$ cat src/rtl/pcpi_pkg.sv
// rtl/pcpi_pkg.sv - shared PCPI types, issuer state encoding and defaults
package pcpi_pkg;

  localparam int PCPI_TIMEOUT_DEFAULT = 16;

  typedef enum logic [1:0] {
    ST_IDLE  = 2'd0,
    ST_ISSUE = 2'd1,
    ST_RESP  = 2'd2
  } issuer_state_e;

  typedef struct packed {
    logic [31:0] insn;
    logic [31:0] rs1;
    logic [31:0] rs2;
  } pcpi_req_t;

  typedef struct packed {
    logic        wr;
    logic [31:0] rd;
    logic        illegal;
  } pcpi_rsp_t;

endpackage

$ cat src/rtl/pcpi_timeout_ctr.sv
// rtl/pcpi_timeout_ctr.sv - no-claim watchdog: load, reload on busy, decrement, expire
module pcpi_timeout_ctr #(
  parameter int TIMEOUT = 16
) (
  input  logic clk,
  input  logic resetn,
  input  logic load_i,
  input  logic run_i,
  input  logic busy_i,
  input  logic ready_i,
  output logic expire_o
);

  localparam logic [7:0] LOAD_VAL = 8'(TIMEOUT);

  logic [7:0] cnt_q;
  logic [7:0] cnt_d;
  logic       dec;

  // Busy means a co-processor claimed the instruction, so the window restarts.
  always_comb begin
    cnt_d = cnt_q;
    dec   = run_i & ~busy_i & ~ready_i;
    if (load_i) begin
      cnt_d = LOAD_VAL;
    end else if (run_i && busy_i) begin
      cnt_d = LOAD_VAL;
    end else if (dec) begin
      cnt_d = cnt_q - 8'd1;
    end
  end

  // Counter register.
  always_ff @(posedge clk or negedge resetn) begin
    if (!resetn) begin
      cnt_q <= LOAD_VAL;
    end else begin
      cnt_q <= cnt_d;
    end
  end

  // A ready in the expiry cycle suppresses expiry through dec.
  assign expire_o = dec & (cnt_q == 8'd1);

endmodule

$ cat src/rtl/pcpi_issuer.sv
// rtl/pcpi_issuer.sv - core-side PCPI initiator with timeout-to-illegal
module pcpi_issuer
  import pcpi_pkg::*;
#(
  parameter int TIMEOUT = PCPI_TIMEOUT_DEFAULT,
  parameter int CNT_W   = 16
) (
  input  logic             clk,
  input  logic             resetn,
  input  logic             req_valid,
  output logic             req_ready,
  input  logic [31:0]      req_insn,
  input  logic [31:0]      req_rs1,
  input  logic [31:0]      req_rs2,
  output logic             rsp_valid,
  input  logic             rsp_ready,
  output logic             rsp_wr,
  output logic [31:0]      rsp_rd,
  output logic             rsp_illegal,
  output logic [CNT_W-1:0] rsp_cycles,
  output logic             pcpi_valid,
  output logic [31:0]      pcpi_insn,
  output logic [31:0]      pcpi_rs1,
  output logic [31:0]      pcpi_rs2,
  input  logic             pcpi_wr,
  input  logic [31:0]      pcpi_rd,
  input  logic             pcpi_busy,
  input  logic             pcpi_ready
);

  issuer_state_e    state_q, state_d;
  pcpi_req_t        req_q, req_d;
  pcpi_rsp_t        rsp_q, rsp_d;
  logic [CNT_W-1:0] cyc_q, cyc_d;
  logic             tmo_load;
  logic             tmo_expire;

  pcpi_timeout_ctr #(.TIMEOUT(TIMEOUT)) u_tmo (
    .clk      (clk),
    .resetn   (resetn),
    .load_i   (tmo_load),
    .run_i    (state_q == ST_ISSUE),
    .busy_i   (pcpi_busy),
    .ready_i  (pcpi_ready),
    .expire_o (tmo_expire)
  );

  // Next-state and datapath capture; handshake outputs decode from state only.
  always_comb begin
    state_d  = state_q;
    req_d    = req_q;
    rsp_d    = rsp_q;
    cyc_d    = cyc_q;
    tmo_load = 1'b0;
    case (state_q)
      ST_IDLE: begin
        if (req_valid) begin
          req_d.insn = req_insn;
          req_d.rs1  = req_rs1;
          req_d.rs2  = req_rs2;
          cyc_d      = '0;
          tmo_load   = 1'b1;
          state_d    = ST_ISSUE;
        end
      end
      ST_ISSUE: begin
        if (cyc_q != '1) begin
          cyc_d = cyc_q + CNT_W'(1);
        end
        if (pcpi_ready) begin
          rsp_d.wr      = pcpi_wr;
          rsp_d.rd      = pcpi_wr ? pcpi_rd : 32'd0;
          rsp_d.illegal = 1'b0;
          state_d       = ST_RESP;
        end else if (tmo_expire) begin
          rsp_d.wr      = 1'b0;
          rsp_d.rd      = 32'd0;
          rsp_d.illegal = 1'b1;
          state_d       = ST_RESP;
        end
      end
      ST_RESP: begin
        if (rsp_ready) begin
          rsp_d   = '0;
          state_d = ST_IDLE;
        end
      end
      default: begin
        state_d = ST_IDLE;
      end
    endcase
  end

  // State and datapath registers; reset drops pcpi_valid immediately.
  always_ff @(posedge clk or negedge resetn) begin
    if (!resetn) begin
      state_q <= ST_IDLE;
      req_q   <= '0;
      rsp_q   <= '0;
      cyc_q   <= '0;
    end else begin
      state_q <= state_d;
      req_q   <= req_d;
      rsp_q   <= rsp_d;
      cyc_q   <= cyc_d;
    end
  end

  assign req_ready   = (state_q == ST_IDLE);
  assign pcpi_valid  = (state_q == ST_ISSUE);
  assign rsp_valid   = (state_q == ST_RESP);
  assign pcpi_insn   = req_q.insn;
  assign pcpi_rs1    = req_q.rs1;
  assign pcpi_rs2    = req_q.rs2;
  assign rsp_wr      = rsp_q.wr;
  assign rsp_rd      = rsp_q.rd;
  assign rsp_illegal = rsp_q.illegal;
  assign rsp_cycles  = cyc_q;

endmodule
$ cat config.mk
export PLATFORM = sky130hd
export DESIGN_NAME = pcpi_issuer
export DESIGN_NICKNAME = d
export VERILOG_FILES = /design/src/rtl/pcpi_pkg.sv /design/src/rtl/pcpi_timeout_ctr.sv /design/src/rtl/pcpi_issuer.sv
export SDC_FILE = /design/constraint.sdc
export NUM_CORES = 1
export LEC_CHECK = 0
export ABC_AREA = 1
export BUFFER_PORTS_ARGS = -buffer_cell sky130_fd_sc_hd__clkbuf_2
export CAP_MARGIN = 40
export CORE_MARGIN = 2
export CORE_UTILIZATION = 51
export CTS_CLUSTER_DIAMETER = 100
export DETAILED_ROUTE_END_ITERATION = 10
export GPL_ROUTABILITY_DRIVEN = 0
export PLACE_DENSITY = 0.82
export SLEW_MARGIN = 10
export SYNTH_ARGS = -nofsm -noshare
export SYNTH_HDL_FRONTEND = slang
export SYNTH_SLANG_ARGS = --single-unit
$ cat constraint.sdc
create_clock -name clk -period 2.9 [get_ports clk]
set_input_delay 0.58 -clock clk [delete_from_list [all_inputs] [get_ports clk]]
set_output_delay 0.58 -clock clk [all_outputs]
set_load 0.005 [all_outputs]
-- Word level (Yosys, flattened, before mapping)
Index checks and enable logic that the tools add are counted.
- register bits: 156
- input port bits: 135
- output and inout bits: 149
- logic and storage cells: 51
- add/subtract/negate cells: 2
- eq/ne operators: 8
- multiplexer cells: 18
- bitwise operators: 5
- reduce and logical (&&, ||, !) cells: 9
- operator list (cell ; count):
    two-way mux 34 bit ; 3
    one-hot mux 34 bit (2 select lines) ; 1
    two-way mux 16 bit ; 2
    two-way mux 32 bit ; 1
    one-hot mux 16 bit (2 select lines) ; 1
    two-way mux 8 bit ; 3
    adder 16 x 1 -> 16 bit, second input constant ; 1
    inequality test 16 bit, second input constant ; 1
    AND reduction 3 bit ; 3
    == test 8 x 1 -> 1 bit, second input constant ; 1
    two-way mux 2 bit ; 4
    subtractor 8 x 1 -> 8 bit, second input constant ; 1
    one-hot mux 2 bit (3 select lines) ; 1
    inequality test 2 bit, second input constant ; 2
    nonzero test 2 bit ; 2
    bitwise AND 1 bit ; 3
    inequality test 3 bit, second input constant ; 1
    nonzero test 3 bit ; 1
    == test 2 x 1 -> 1 bit, second input constant ; 1
    == test 2 bit, second input constant ; 1
    zero test 2 bit ; 1
    two-way mux 1 bit ; 2
    inequality test 2 x 1 -> 1 bit, second input constant ; 1
    NOT 1 bit ; 2
    2 further kinds ; 2

-- Depth between registers and ports, before layout
- word-level depth: 7
- depth in mapped cells: 10
- depth with buffers taken out: 10

-- Cells and area by module
From an unflattened synthesis, not the netlist that was laid out.
- cell total of the unflattened synthesis: 771
- area total of the unflattened synthesis: 6745.2 µm²
- modules (own cells, without submodules) (module ; times used ; cells an instance ; area an instance (µm²) ; seq. area each (µm²)):
    pcpi_issuer ; 1 ; 699 ; 6195.9 ; 3703.6
    pcpi_timeout_ctr ; 1 ; 72 ; 549.3 ; 201.4

-- Worst setup path before layout
Ideal clock, no wire load.
- path type: register -> register
- start point: register cyc_q[0], in the netlist rsp_cycles[0]
- end point: register cyc_q[11], in the netlist rsp_cycles[11]
- library setup time: 0.128 ns
- data arrival time: 1.384 ns
- required time: 2.772 ns
- slack: 1.388 ns
- stages on the path, launching flop included: 8
- buffers on the path: 1
- period minus slack after synthesis: 1.512 ns
- cells stage by stage: dfrtp_1 ha_1 inv_1 nor2_2 nand4_1 nand2_1 buf_2 o21ai_0
- word-level cells in the longest chain between the ends: 3
- elaborated cells between the ends (all ways): 6
- those cells by class: 1 x add/sub; 2 x eq/ne; 2 x mux; 1 x reduce/logical
- ends and longest elaborated chain (item ; line ; text):
    from (decl) ; pcpi_issuer.sv:34 ; logic [CNT_W-1:0] cyc_q, cyc_d;
    from (signal assigned) ; pcpi_issuer.sv:105 ; cyc_q <= cyc_d;
    adder 16 x 1 -> 16 bit / inequality test 16 bit (equally long branches) ; pcpi_issuer.sv:68, pcpi_issuer.sv:67 ;
    two-way mux 16 bit / inequality test 2 bit (equally long branches) ; n/a ;
    one-hot mux 16 bit (2 select lines) / AND reduction 3 bit (equally long branches) ; n/a ;
Several ways; a longest one is shown, not always the timed one. The select of a mux whose other input is x is not followed.
A chain may end at the register's enable or synchronous reset.

-- Worst setup path in the final report
- start point: register state_q[1]
- end point: output pcpi_valid
- word-level cells in the longest chain between the ends: 1
- ends and longest elaborated chain (item ; line ; text):
    from (decl) ; pcpi_issuer.sv:31 ; issuer_state_e state_q, state_d;
    from (signal assigned) ; pcpi_issuer.sv:102 ; state_q <= state_d;
    == test 2 x 1 -> 1 bit ; pcpi_issuer.sv:110 ; assign pcpi_valid = (state_q == ST_ISSUE);
    to (decl) ; pcpi_issuer.sv:21 ; output logic pcpi_valid,
No other way between the ends.

==> impl_summary.txt <==
----------------------------------------------------
[Run status]
  Outcome ... finished clean

[Logic synthesis]
  Yosys cell types ... 31
  Syn nets ... 704
  Syn avg cell area ... around 11 um^2
  Post-synthesis cell count ... 566
  Number of synthesis warnings ... 0
  Flops & latches, synth ... ~160
  Synthesized cell area ... roughly 6500 um^2
  Share of the yosys chip area belonging to registers ... 0.602

[CTS]
  Post-CTS setup buffer count ... 0
  Total clock sinks ... approximately 160
  Clock slew at the register clock pins of the worst setup and hold paths ... 60 ps
  Number of hold buffers added after CTS ... 0
  TritonCTS clock tree ... built
  Buffer type at the clock tree root ... clkbuf_16
  Worst-skew pair later-pin latency ... about 420 ps
  Number of buffers created by CTS ... 17
  Number of instances resized during post-cts repair ... 0
  Deepest level of the CTS H-tree ... 4
  Clk buf depth ... 2

[Global routing]
  Met1 usage ... 0.284
  Initial antenna violation count ... 0
  Met2 global-route usage ... 0.395
  Grt peak-use layer ... met2
  Global-route wire length before repair ... between 20 and 25 mm
  Met3 GRT Util ... 0.0830
  Total gr overflow ... 0
  Largest net degree at the start of global routing ... 72
  Vias in the first global route ... just under 5000
  Overall track demand over capacity in global routing ... 0.236

[Finish]
  Layout cells sized above 1 ... 0.484
  Final Util ... 0.692
  Leading cell type in the layout, fill and taps excluded ... clkbuf_2
  Leading cell types in the layout, fill and taps excluded ... clkbuf_2, nand2_1, dfrtp_1
  Number of nets in the layout ... between 900 and 1000
  Count of antenna diodes in the layout ... 0
  Number of inserted filler cells in the final layout ... 948
  Storage element area ... around 3900 um^2
  Synth-to-Final Area Change ... 33.6%
  Area of combinational cells with multiple inputs ... 2350 um^2

[Floorplan]
  Overall die area ... roughly 14000 um^2
  Number of top-level design ports ... around 280
  Initial Utilization ... 0.518
  Die width ... 117 um
  Core ar. ... 12500 um^2
  Vertical die dimension ... around 120 um
  Std-Cell Rows ... between 40 and 50

[Place]
  Post-placement worst setup slack ... between 800 and 900 ps
  HPWL Detailed ... about 12 mm
  Port-buffer cells ... ~280

[Pwr]
  Relative contribution of combinational cells to total power ... 0.348
  Cell area power density ... 1050 nW/um^2
  Register share of total power ... 0.405
  Clock group share of total power ... 0.247
  Worst-case vdd ir drop ... roughly 640 uV
  Internal power contribution ... a little over 6 mW
  Sw Share ... 0.323
  P_leak ... 4.64 nW
  Net load switching power ... ~2.9 mW

[Worst setup path]
  Top Family by Delay on Critical Path ... buffers and inverters
  Stage delay of the slowest cell on the critical path ... 400 ps
  Launching element type of the critical path ... register
  Top cell by count, worst path ... inv_2
  Category of the worst setup path capture point ... output port
  Worst setup path class ... register to output port
  Cell-by-cell trace of the critical path ... inv_2 > nand2_2 > inv_2 > clkbuf_2
  Data required time at the worst endpoint ... between 2000 and 2500 ps
  Biggest fanout along the worst timing path ... 17
  Count of buffer and inverter cells on the critical path ... 3
  CP max-delay cell ... dfrtp_1
  Arrival time at the worst endpoint ... about 1500 ps

[Routing]
  Number of nets still failing antenna checks after routing ... 0
  Via total after detailed routing ... around 5100
  Vias per std cell ... approximately 5
  Post-route DRC ... 0
  Wirelength per Cell ... approximately 16 um
  Detailed-routing iteration count for the pre-antenna-repair pass ... 4
  Iteration-0 DRC Markers ... 370
  Total routed wirelength ... 16.1 mm

[STA]
  Slew Limit Fails ... 0
  Worst-case clock skew ... 6.82 ps
  Final setup slack of the worst path ... approximately 860 ps
  Normalized max-slew margin ... 0.583
  Count of final setup violators ... 0
  Final hold violation count ... 0
  Unrepaired setup endpoints after global routing ... no
  Period Utilization, post-route ... 0.702
  Total negative setup slack ... 0 ps
  Worst-margin pin slew ... approximately 620 ps
  Maximum clock frequency ... about 500 MHz
  Minimum clock period ... between 2000 and 2500 ps

[Worst hold path]
  Tightest Hold Check Type ... input port to async pin

[Run]
  Max-cap viol count ... 0

----------------------------------------------------
-- kinds of logic (layout without fill, tap and decap cells) --
| group | Yosys count | in the layout | share of synthesized area |
|---|---|---|---|
| DFF | 156 | 156 | 0.602 |
| adders and majority gates | 3 | 3 | 0.00579 |
| xor gates and xnor gates | 5 | 5 | 0.00676 |
| and+or+nand+nor | 234 | 234 | 0.149 |
| AOI/OAI and AO/OA | 26 | 26 | 0.0212 |
| buffers and inverters | 46 | 347 | 0.0363 |
| muxes | 96 | 96 | 0.178 |
-- sequential cells by signal, summed over array words and instances, names as in the netlist --
| register | count |
|---|---|
| pcpi_insn | 32 |
| pcpi_rs1 | 32 |
| pcpi_rs2 | 32 |
| rsp_rd | 32 |
| rsp_cycles | 16 |
| u_tmo.cnt_q | 8 |
| state_q | 2 |
| rsp_illegal | 1 |
| rsp_wr | 1 |
-- worst reg2reg max path, stage by stage, from the launching register on --
cell and delay (ps):
dfrtp_1 430, ha_1 280, inv_1 70, nor2_2 180
nand4_1 170, nand2_1 510, inv_1 130, nand2_1 100
nand2_1 50
-- layer usage --
metal | up-vias | share of wire | routed length, um
met4 | 0 | 0.021 | 342
met5 | - | 0 | 0
met1 | 2420 | 0.40 | 6440
met3 | 27 | 0.081 | 1310
met2 | 217 | 0.50 | 8030
li1 | 2418 | - | -
-- synth_stat cells (all sizes together) --
master / count / share of area
nand2: 170 / 0.099
dfrtp: 155 / 0.60
mux2: 96 / 0.18
inv: 27 / 0.016
nand3: 25 / 0.021
nor2: 25 / 0.015
buf: 18 / 0.020
o21ai: 17 / 0.013
a21oi: 6 / 0.0046
nand4: 6 / 0.0058
or2: 6 / 0.0058
xor2: 5 / 0.0068
ha: 3 / 0.0058
a31o: 1 / 0.0014
clkbuf: 1 / 0.00058
dfstp: 1 / 0.0041
nand3b: 1 / 0.0012
nor3: 1 / 0.00077
o21bai: 1 / 0.0012
o22ai: 1 / 0.00097
-- final timing paths --
path	startpoint	cells after the start	slack (ps)	endpoint
max	state_q[1]$_DFFE_PN0P_	4	860	pcpi_valid
min	resetn	1	60	rsp_cycles[13]$_DFFE_PN0P_
max reg2reg	rsp_cycles[0]$_DFFE_PN0P_	8	870	rsp_cycles[7]$_DFFE_PN0P_
min reg2reg	rsp_illegal$_DFFE_PN0P_	2	470	rsp_illegal$_DFFE_PN0P_
max in group asynchronous	resetn	2	2150	pcpi_rs1[9]$_DFFE_PN0P_
min in group clk	pcpi_rd[4]	3	360	rsp_rd[4]$_DFFE_PN0P_
-- final cells by class --
class,instances,share of cell area
Clock buffer,21,0.0532
Clock inverter,10,0.0162
Inverter,27,0.0117
Multi-Input combinational cell,364,0.271
Sequential cell,156,0.451
Tap cell,172,0.0248
Timing Repair Buffer,289,0.172
-- power by group through the flow --
stage / Combinational [mW] / Clock (mW) / Sequential [mW]
after floorplan: 1.76 / 0 / 3.71
after global placement: 3.12 / 0 / 3.64
after detailed placement: 3.20 / 0 / 3.69
after CTS: 3.22 / 2.28 / 3.69
after global routing: 3.52 / 2.39 / 3.81
final: 3.18 / 2.25 / 3.69
-- stage by stage --
stage               cell area [um^2]  total power [mW]  std cells  hold slack, ps
floorplan                       6480              5.46        566             284
global placement                8060              6.76       1008             452
detailed placement              8060              6.89       1008             457
CTS                             8660              9.19       1039            64.5
global route                    8660              9.72       1039            77.2
finish                          8660              9.12       1039            59.4
Note: power is estimated with default switching activity, not from simulation.
